**config.mk**
```make
export PLATFORM = sky130hd
export DESIGN_NAME = traffic_generator
export DESIGN_NICKNAME = d
export VERILOG_FILES = /design/src/rtl/traffic_generator_pkg.sv /design/src/rtl/traffic_generator_dest_lfsr.sv /design/src/rtl/traffic_generator.sv
export SDC_FILE = /design/constraint.sdc
export NUM_CORES = 1
export LEC_CHECK = 0
export ABC_CLOCK_PERIOD_IN_PS = 3100
export CORE_ASPECT_RATIO = 1.4
export CORE_MARGIN = 10
export CORE_UTILIZATION = 30
export CTS_CLUSTER_SIZE = 24
export DETAILED_ROUTE_END_ITERATION = 8
export SETUP_SLACK_MARGIN = 0.2
export SLEW_MARGIN = 0
export SYNTH_ARGS = -nofsm -noshare
export SYNTH_HDL_FRONTEND = slang
export SYNTH_SLANG_ARGS = --single-unit
```
**constraint.sdc**
```tcl
create_clock -name clk -period 3.1 [get_ports clk]
set_clock_uncertainty 0.05 [all_clocks]
set_input_delay 0.465 -clock clk [delete_from_list [all_inputs] [get_ports clk]]
set_output_delay 0.465 -clock clk [all_outputs]
set_load 0.05 [all_outputs]
```
**src/rtl/traffic_generator_pkg.sv**
```systemverilog
// Shared NoC definitions for the traffic generator: packet layout, FSM
// encodings, LFSR taps and a small coordinate helper.
package traffic_generator_pkg;

   // Packet field layout (LSB offset and width of each field)
   localparam int PKT_DST_LSB = 26;
   localparam int PKT_DST_W   = 6;
   localparam int PKT_TS_LSB  = 16;
   localparam int PKT_TS_W    = 10;
   localparam int PKT_ID_LSB  = 6;
   localparam int PKT_ID_W    = 10;
   localparam int PKT_SRC_LSB = 0;
   localparam int PKT_SRC_W   = 6;

   localparam int COORD_W = 3;
   localparam int NODE_W  = 2 * COORD_W;
   localparam int LFSR_W  = 16;

   // Fibonacci taps 16,14,13,11 -> bit indices 15,13,12,10
   localparam logic [LFSR_W-1:0] LFSR_TAPS = 16'hB400;

   // FSM state encodings
   localparam logic [2:0] ST_IDLE = 3'd0;
   localparam logic [2:0] ST_GAP  = 3'd1;
   localparam logic [2:0] ST_REQ  = 3'd2;
   localparam logic [2:0] ST_ACK  = 3'd3;
   localparam logic [2:0] ST_DONE = 3'd4;

   // Folds a raw 3-bit coordinate into the mesh range 0..d-1.
   function automatic logic [COORD_W-1:0] coord_mod(input logic [COORD_W-1:0] v,
                                                    input int unsigned d);
      return COORD_W'(32'(v) % d);
   endfunction

endpackage

```
**src/rtl/traffic_generator_dest_lfsr.sv**
```systemverilog
// Pseudo-random destination source: 16-bit Fibonacci LFSR whose low bits are
// mapped onto mesh coordinates, never pointing back at the local router.
module dest_lfsr
   import traffic_generator_pkg::*;
#(
   parameter logic [5:0]  routerID  = 6'b000_000,
   parameter int          dim       = 4,
   parameter logic [15:0] LFSR_SEED = 16'hACE1
) (
   input  logic       clk,
   input  logic       reset,
   input  logic       advance,
   output logic [5:0] destID
);

   logic [LFSR_W-1:0]  lfsr_q, lfsr_d;
   logic               feedback;
   logic [COORD_W-1:0] dst_x, dst_y, dst_x_bump;

   // Next LFSR value: shift in the XOR of the tapped bits on each advance
   always_comb begin
      feedback = ^(lfsr_q & LFSR_TAPS);
      lfsr_d   = advance ? {lfsr_q[LFSR_W-2:0], feedback} : lfsr_q;
   end

   // LFSR register, reseeded on reset
   always_ff @(posedge clk or negedge reset) begin
      if (!reset) lfsr_q <= LFSR_SEED;
      else        lfsr_q <= lfsr_d;
   end

   // Map to {x,y}; a hit on our own node is nudged one step along x
   always_comb begin
      dst_x      = coord_mod(lfsr_q[2:0], dim);
      dst_y      = coord_mod(lfsr_q[5:3], dim);
      dst_x_bump = coord_mod(dst_x + 3'd1, dim);
      if ({dst_x, dst_y} == routerID) destID = {dst_x_bump, dst_y};
      else                            destID = {dst_x, dst_y};
   end

endmodule

```
**src/rtl/traffic_generator.sv**
```systemverilog
// NoC traffic generator: injects NUM_PACKETS packets into the router local
// port, spaced INJ_PERIOD cycles apart, with a req/grant handshake.
//
//   state | meaning
//   IDLE  | waiting for Enable with packets still to send
//   GAP   | counting down the inter-packet gap, then waiting for buffer space
//   REQ   | request held with a stable packet until the router grants
//   ACK   | waiting for the grant to drop before the next packet
//   DONE  | all packets accepted; parked until reset
module traffic_generator
   import traffic_generator_pkg::*;
#(
   parameter logic [5:0]  routerID    = 6'b000_000,
   parameter int          dataWidth   = 32,
   parameter int          dim         = 4,
   parameter int          INJ_PERIOD  = 8,
   parameter int          NUM_PACKETS = 100,
   parameter int          DEST_MODE   = 1,
   parameter logic [5:0]  DEST_ID     = 6'b011_011,
   parameter logic [15:0] LFSR_SEED   = 16'hACE1
) (
   input  logic                 clk,
   input  logic                 reset,
   input  logic                 Enable,
   input  logic                 DnStrFull,
   input  logic                 GntDnStr,
   output logic [dataWidth-1:0] PacketOut,
   output logic                 ReqDnStr,
   output logic [15:0]          SentCount,
   output logic                 Done
);

   localparam int               GAP_W    = (INJ_PERIOD > 1) ? $clog2(INJ_PERIOD) : 1;
   localparam logic [GAP_W-1:0] GAP_LOAD = GAP_W'(INJ_PERIOD - 1);
   localparam logic [15:0]      NUM_PKT  = 16'(NUM_PACKETS);

   logic [2:0]           state_q, state_d;
   logic [GAP_W-1:0]     gap_q, gap_d;
   logic [dataWidth-1:0] pkt_q, pkt_d, pkt_new;
   logic                 req_q, req_d;
   logic [15:0]          sent_q, sent_d;
   logic [PKT_ID_W-1:0]  id_q, id_d;
   logic [31:0]          cycle_q;
   logic                 cycle_unused;
   logic                 advance;
   logic [NODE_W-1:0]    lfsr_dest, dest_sel;

   dest_lfsr #(
      .routerID  (routerID),
      .dim       (dim),
      .LFSR_SEED (LFSR_SEED)
   ) u_dest_lfsr (
      .clk     (clk),
      .reset   (reset),
      .advance (advance),
      .destID  (lfsr_dest)
   );

   assign dest_sel = (DEST_MODE == 0) ? DEST_ID : lfsr_dest;

   // Only the low timestamp bits travel in the packet
   assign cycle_unused = ^cycle_q[31:PKT_TS_W];

   // Free-running cycle counter used to timestamp packets
   always_ff @(posedge clk or negedge reset) begin
      if (!reset) cycle_q <= '0;
      else        cycle_q <= cycle_q + 32'd1;
   end

   // Assemble the packet that would be latched this cycle
   always_comb begin
      pkt_new                               = '0;
      pkt_new[PKT_DST_LSB +: PKT_DST_W]     = dest_sel;
      pkt_new[PKT_TS_LSB  +: PKT_TS_W]      = cycle_q[PKT_TS_W-1:0];
      pkt_new[PKT_ID_LSB  +: PKT_ID_W]      = id_q;
      pkt_new[PKT_SRC_LSB +: PKT_SRC_W]     = routerID;
   end

   // Injection FSM next-state logic
   always_comb begin
      state_d = state_q;
      gap_d   = gap_q;
      pkt_d   = pkt_q;
      req_d   = req_q;
      sent_d  = sent_q;
      id_d    = id_q;
      advance = 1'b0;
      case (state_q)
         ST_IDLE: begin
            if (Enable && (sent_q < NUM_PKT)) begin
               gap_d   = GAP_LOAD;
               state_d = ST_GAP;
            end
         end
         ST_GAP: begin
            if (gap_q != '0) begin
               gap_d = gap_q - GAP_W'(1);
            end else if (!DnStrFull) begin
               pkt_d   = pkt_new;
               req_d   = 1'b1;
               state_d = ST_REQ;
            end
         end
         ST_REQ: begin
            // Once raised, the request stays up until granted
            if (GntDnStr) begin
               req_d   = 1'b0;
               id_d    = id_q + 10'd1;
               sent_d  = sent_q + 16'd1;
               advance = 1'b1;
               state_d = ST_ACK;
            end
         end
         ST_ACK: begin
            if (!GntDnStr) begin
               if (sent_q == NUM_PKT) begin
                  state_d = ST_DONE;
               end else if (Enable) begin
                  gap_d   = GAP_LOAD;
                  state_d = ST_GAP;
               end else begin
                  state_d = ST_IDLE;
               end
            end
         end
         ST_DONE: begin
            req_d = 1'b0;
         end
         default: begin
            req_d   = 1'b0;
            state_d = ST_IDLE;
         end
      endcase
   end

   // State registers; reset drops any in-flight request immediately
   always_ff @(posedge clk or negedge reset) begin
      if (!reset) begin
         state_q <= ST_IDLE;
         gap_q   <= '0;
         pkt_q   <= '0;
         req_q   <= 1'b0;
         sent_q  <= '0;
         id_q    <= '0;
      end else begin
         state_q <= state_d;
         gap_q   <= gap_d;
         pkt_q   <= pkt_d;
         req_q   <= req_d;
         sent_q  <= sent_d;
         id_q    <= id_d;
      end
   end

   assign PacketOut = pkt_q;
   assign ReqDnStr  = req_q;
   assign SentCount = sent_q;
   assign Done      = (state_q == ST_DONE);

endmodule

```
==> reports/qor.txt, run 1 <==
Worst r2r path cells -> 5
Vias/cell -> 4.57
Share of layout cells above drive strength 1 -> 20.1%
Die Ht -> 151 um
Status -> completed
Die Wd -> 113 um
Crit Path Max Fanout -> 15
Top Ports -> 55
DR WL met3 -> 362 um
Fin cells -> 496
Fin util -> 38.5%
Final worst path period share -> 81.7%
# nets final -> 356
DR WL met2 -> 3730 um
Max Slew Vio Count -> 0
Total CTS buffers -> 9
Core Area -> 0.0119 mm2
Synth cell types -> 39
Reg-to-reg endpoint -> gap_q[1]$_DFFE_PN0P_
Routed Antenna Nets -> 0
Initial antenna violation count -> 0
Initial core utilization -> 30.8%
Area growth syn-to-layout -> 25.2%
Minimum clock period -> 2.53 ns
Final GP Congestion -> 0.721
Port Buf Inserts -> 46
Synth warn -> 0
Std-Cell Rows -> 47
Number of diodes -> 0
Final setup vio count -> 0
Peak VDD IR -> 0.314 mV
Starting DRT DRC Count -> 88
Root Buffer -> clkbuf_16
Max-cap viol count -> 0
Die area -> 0.0171 mm2
CTS H-Tree Depth -> 3
Dpl hpwl -> 4920 um
Vias in the first global route -> 2428
Asr flop ratio synth -> 100%
Post-synth EDFFs -> 0
WP data required -> 2.58 ns
RSZ-0062 raised after global routing -> false
Internal power -> 1.88 mW
Wl on met1 -> 2740 um
Top sig layer -> met4
Gr ovfl total -> 0
WP data arrival -> 2.02 ns
Reg clk slew, reported paths -> 0.06 ns
Tightest Pin Transition -> 1.05 ns
Hold Vio Cnt, Final -> 0
Placed Area -> 0.00423 mm2
Worst R2R Setup Slack -> 1.06 ns
Power density over cell area -> 514 mW/mm2
Pre-antenna DRT Iters -> 4
Ys flop type -> dfrtp_1
Leak -> 2.08 nW
Part of the power in registers -> 46.0%
Design area -> 0.00458 mm2
DP Cell Count -> 480
Wire length of the first global-routing pass -> 12000 um
Relative slew slack -> 29.8%
Setup CP Type -> flop to output pin
Cts hold-fix bufs -> 0
Net Sw Power -> 0.473 mW
Fmax -> 395 MHz
Yosys reg bits -> 83
Wire per inst -> 14.0 um
Sequential fraction of the synthesis area -> 57.1%
Final setup TNS -> 0 ns
Most common cell after layout, fill and taps aside -> dfrtp_1
Syn Area/Cell -> 12.4 um2
Sink Count -> 83
Syn Inst Count -> 295
Total Routing Usage GR -> 8.66%
Final setup margin -> 0.566 ns
Postcts setup bufs -> 0
Clock network power share -> 51.9%
Place WS -> 0.752 ns
DRT Wirelength -> 6940 um
Latest clock arrival within the worst-skew pair -> 0.33 ns
Most frequent cells in the layout -> 75 x dfrtp_1, 45 x clkdlybuf4s50_1, 36 x mux2_2
Max Buffers Root-to-Sink -> 2
TritonCTS clock tree -> yes
Switching Share -> 20.1%
DRC viols -> 0
Kind of end point of the critical path -> output pin
Resize count post-CTS -> 0
Critical path launch point type -> flop
Logic pwr share -> 2.1%
Detailed-route via count -> 2265
Synthesized area -> 0.00366 mm2
Worst reg2reg startpoint -> SentCount[14]$_DFFE_PN0P_
Largest net degree at the start of global routing -> 84
Hold WC Path Type -> input port to async pin
[worst max-delay path, cell delays in order, from the launching register on]
cell and delay, ns:
dfrtp_1 0.53, nor2_1 0.15, nand2_1 0.10, inv_1 0.10, clkdlybuf4s50_1 0.81
[per-stage QoR]
stage / hold WS [ns] / power [mW]
3_5_place_dp: 0.416 / 1.15
4_1_cts: 0.304 / 2.39
2_1_floorplan: 0.119 / 1.13
6_report: 0.218 / 2.36
3_3_place_gp: 0.411 / 1.15
5_1_grt: 0.344 / 2.44
[power by group through the flow]
stage	logic, mW	clock network [mW]	registers (mW)
4_1_cts	0.0502	1.26	1.08
5_1_grt	0.0544	1.31	1.08
3_5_place_dp	0.0501	0	1.10
2_1_floorplan	0.0300	0	1.10
3_3_place_gp	0.0499	0	1.10
6_report	0.0484	1.22	1.08
[metal layers]
metal | up-vias | global-route usage [%]
met5 | - | 0
met4 | 0 | 4.20
met3 | 5 | 3.19
met2 | 32 | 14.9
met1 | 1140 | 9.12
li1 | 1088 | -
[cell usage after synthesis (2+ instances only)]
master   number  area share [%]
nor2_1        9            0.92
nand2_1      26             2.7
inv_1        10             1.0
buf_4         9             1.8
nand3_1       9             1.2
mux2_1        3            0.92
nor2b_1       3            0.51
and3_1       10             1.7
nand4_1       7             1.2
dfstp_2       8             5.7
xnor2_1      28             6.7
a21oi_1       7            0.96
xor2_1        8             1.9
buf_2         6            0.82
mux2_2       36              11
o21ai_0       9             1.2
nor4_1        2            0.34
nand3_2       2            0.55
nor3b_1       3            0.62
ha_1          7             2.4
dfrtp_1      75              51
[cells by family (layout without fill, tap and decap cells)]
group | Yosys count | after routing | synth area share, %
AOI/OAI and AO/OA | 21 | 21 | 3.32
xor gates and xnor gates | 36 | 36 | 8.62
adders and majority gates | 7 | 7 | 2.40
buffers and inverters | 26 | 73 | 3.80
DFF | 83 | 83 | 57.1
muxes | 39 | 39 | 12.0
other | 1 | 8 | 0.103
and+or+nand+nor | 82 | 82 | 12.7
[how the worst max path moves through the flow]
stage                        startpoint              endpoint  slack, ns  depth (start not counted)
2_1_floorplan  SentCount[0]$_DFFE_PN0P_  gap_q[0]$_DFFE_PN0P_       1.04                          7
5_1_grt          state_q[1]$_DFFE_PN0P_                  Done       0.43                          4
3_3_place_gp                   GntDnStr   id_q[9]$_DFFE_PN0P_       0.80                          6
3_5_place_dp                   GntDnStr   id_q[9]$_DFFE_PN0P_       0.75                          6
6_report         state_q[1]$_DFFE_PN0P_                  Done       0.57                          4
4_1_cts          state_q[1]$_DFFE_PN0P_                  Done       0.54                          4
[sequential cells by signal, indices dropped and copies added, names as in the netlist]
name / cells
PacketOut: 24
ReqDnStr: 1
u_dest_lfsr.lfsr_q: 16
SentCount: 16
cycle_q: 10
id_q: 10
state_q: 3
gap_q: 3
[area by class of cell]
class                      instances  area [um2]
clock buffer                       9         225
clock inverter                     7         123
fill                            1174        7300
inverter                          10        37.5
multi-input combinational        193        1460
sequential                        83        2090
tap                              147         184
timing repair buffer              47         465
(Power assumes the default switching activity.)
==> run 2, diff against run 1 <==
- ABC_CLOCK_PERIOD_IN_PS: 3100 -> 2300
- clock period: 3.1 -> 2.3 ns (I/O delays scaled with it)
==> run 2 against run 1 <==
  * Sequential power is 35% higher
  * Cell count up 1.6%
  * Combinational power increased by 50%
  * Sequential cell count unchanged
  * Highest routed layer unchanged
==> reports/qor.txt, run 2 (synthesized netlist as in run 1, its figures left out) <==
Status -> completed
Total CTS buffers -> 9 (unchanged)
Gr ovfl total -> 0 (unchanged)
Most frequent cells in the layout -> 75 x dfrtp_1, 43 x clkdlybuf4s50_1, 36 x mux2_2
Detailed-route via count -> 2297 (+1.4%)
Port Buf Inserts -> 46 (unchanged)
Slowest CP cell -> clkdlybuf4s50_1
Footprint of the multi-input gates -> 0.00146 mm2 (+0.34%)
Initial antenna violation count -> 0 (unchanged)
Crit path largest cell delay -> 0.86 ns (+0.05 ns)
WP data required -> 1.90 ns (-0.68 ns)
Max-cap viol count -> 0 (unchanged)
Kind of end point of the critical path -> output pin
Die area -> 0.0171 mm2 (unchanged)
Top Ports -> 55 (unchanged)
Reg area -> 0.00209 mm2 (unchanged)
Fmax -> 491 MHz
Critical Path, Cell by Cell -> clkdlybuf4s50_1
DRT Wirelength -> 7110 um (+2.5%)
Reg clk slew, reported paths -> 0.06 ns (about the same)
Area growth syn-to-layout -> 27.1%
Die Ht -> 151 um (unchanged)
Crit Path Max Fanout -> 7 (-8)
Std-Cell Rows -> 47 (unchanged)
Critical path launch point type -> flop
RSZ-0062 raised after global routing -> false
CTS H-Tree Depth -> 3 (unchanged)
Relative slew slack -> 62.2% (+32 points)
Sink Count -> 83 (unchanged)
WHS -> 0.415 ns (+0.196 ns)
Max Slew Vio Count -> 0 (unchanged)
Core Area -> 0.0119 mm2 (unchanged)
Routed Antenna Nets -> 0 (unchanged)
Pre-antenna DRT Iters -> 4 (unchanged)
Leak -> 2.13 nW (+1.9%)
Final setup vio count -> 0 (unchanged)
Place WS -> 0.165 ns (-0.587 ns)
Largest net degree at the start of global routing -> 44 (-48%)
TritonCTS clock tree -> yes
Final GP Congestion -> 0.761 (+5.6%)
Power density over cell area -> 665 mW/mm2 (+29%)
Latest clock arrival within the worst-skew pair -> 0.34 ns (about the same)
Max reg flops -> 24 (unchanged)
Hold WC Path Type -> flop to flop
Max Buffers Root-to-Sink -> 2 (unchanged)
Hold Vio Cnt, Final -> 0 (unchanged)
Final setup TNS -> 0 ns (unchanged)
# nets final -> 364 (+2.2%)
Starting DRT DRC Count -> 104 (+18%)
Peak VDD IR -> 0.352 mV (+12%)
Final setup margin -> 0.263 ns (-0.303 ns)
Initial core utilization -> 30.8% (unchanged)
Dpl hpwl -> 5070 um (+3.1%)
Root Buffer -> clkbuf_16
Vias/cell -> 4.56 (-0.20%)
Fillers -> 1145 (-2.5%)
Minimum clock period -> 2.04 ns
WP data arrival -> 1.64 ns (-0.38 ns)
Vias in the first global route -> 2455 (+1.1%)
Total Routing Usage GR -> 9.00% (+0.34 points)
Share of layout cells above drive strength 1 -> 21.8% (+1.8 points)
Crit path max-delay family -> buffers and inverters
Setup CP Type -> flop to output pin
Die Wd -> 113 um (unchanged)
Number of diodes -> 0 (unchanged)
Final worst path period share -> 88.6%
Wire per inst -> 14.1 um (+0.87%)
Tightest Pin Transition -> 0.567 ns (-0.485 ns)
CP bufs+invs -> 1 (-1)
Wire length of the first global-routing pass -> 12300 um (+2.8%)
DRC viols -> 0 (unchanged)
Most common cell after layout, fill and taps aside -> dfrtp_1
## run 2: worst reg2reg max path, stage by stage, from the launching register on
cell     delay [ns]
dfrtp_1        0.43
nor4_1         0.40
nand4_1        0.21
or3_4          0.38
nand3_2        0.11
mux2_1         0.33
## run 2: worst paths after layout
check                                           from                                  to  slack, ns  depth (start not counted)
hold reg to reg                 cycle_q[9]$_DFF_PN0_                cycle_q[9]$_DFF_PN0_       0.41                          1
hold / removal                  cycle_q[9]$_DFF_PN0_                cycle_q[9]$_DFF_PN0_       0.41                          1
max in group asynchronous                      reset  u_dest_lfsr.lfsr_q[15]$_DFFE_PN1P_       1.02                          3
min in group asynchronous                      reset            SentCount[0]$_DFFE_PN0P_       0.49                          2
setup / recovery            SentCount[5]$_DFFE_PN0P_                        SentCount[5]       0.26                          1
setup reg to reg           SentCount[14]$_DFFE_PN0P_                gap_q[1]$_DFFE_PN0P_       0.29                          5
## run 2: through the flow
step / total power [mW] / cells / utilization, % / area (um2)
after floorplan: 1.53 / 302 / - / 3680
after global placement: 1.56 / 487 / 36.2 / 4310
after detailed placement: 1.56 / 487 / 36.2 / 4310
after CTS: 3.14 / 504 / 39.1 / 4640
after global routing: 3.21 / 504 / 39.1 / 4650
final: 3.09 / 504 / 39.1 / 4650
## run 2: area by class of cell
type / instances / share of cell area [%]
flip-flops and latches: 83 / 44.9
repair buffers: 55 / 11.8
clock buffers: 11 / 5.22
inverters: 10 / 0.808
multi-input cells: 193 / 31.4
well taps: 147 / 3.96
clock inverters: 5 / 1.83
## run 2: layer usage
| layer | vias to the layer above | global-route usage (%) | wire length [um] |
|---|---|---|---|
| li1 | 1108 | - | - |
| met1 | 1147 | 9.53 | 2800 |
| met2 | 33 | 15.3 | 3790 |
| met3 | 9 | 3.11 | 361 |
| met4 | 0 | 4.96 | 161 |
| met5 | - | 0 | 0 |
## run 2: repair_timing
action	in CTS	in global routing
hold buffers	1	0
resized for setup	1	1
hold endpoints to repair	39	0
setup endpoints to repair	1	1
cloned	0	0
buffers inserted	0	0
## run 2: report_power, final
group	leakage (nW)	total (mW)	internal (mW)	switching, mW
logic	0.879	0.0726	0.0122	0.0603
clock network	0.156	1.55	0.986	0.569
registers	1.09	1.46	1.46	0
total	2.13	3.09	2.46	0.629
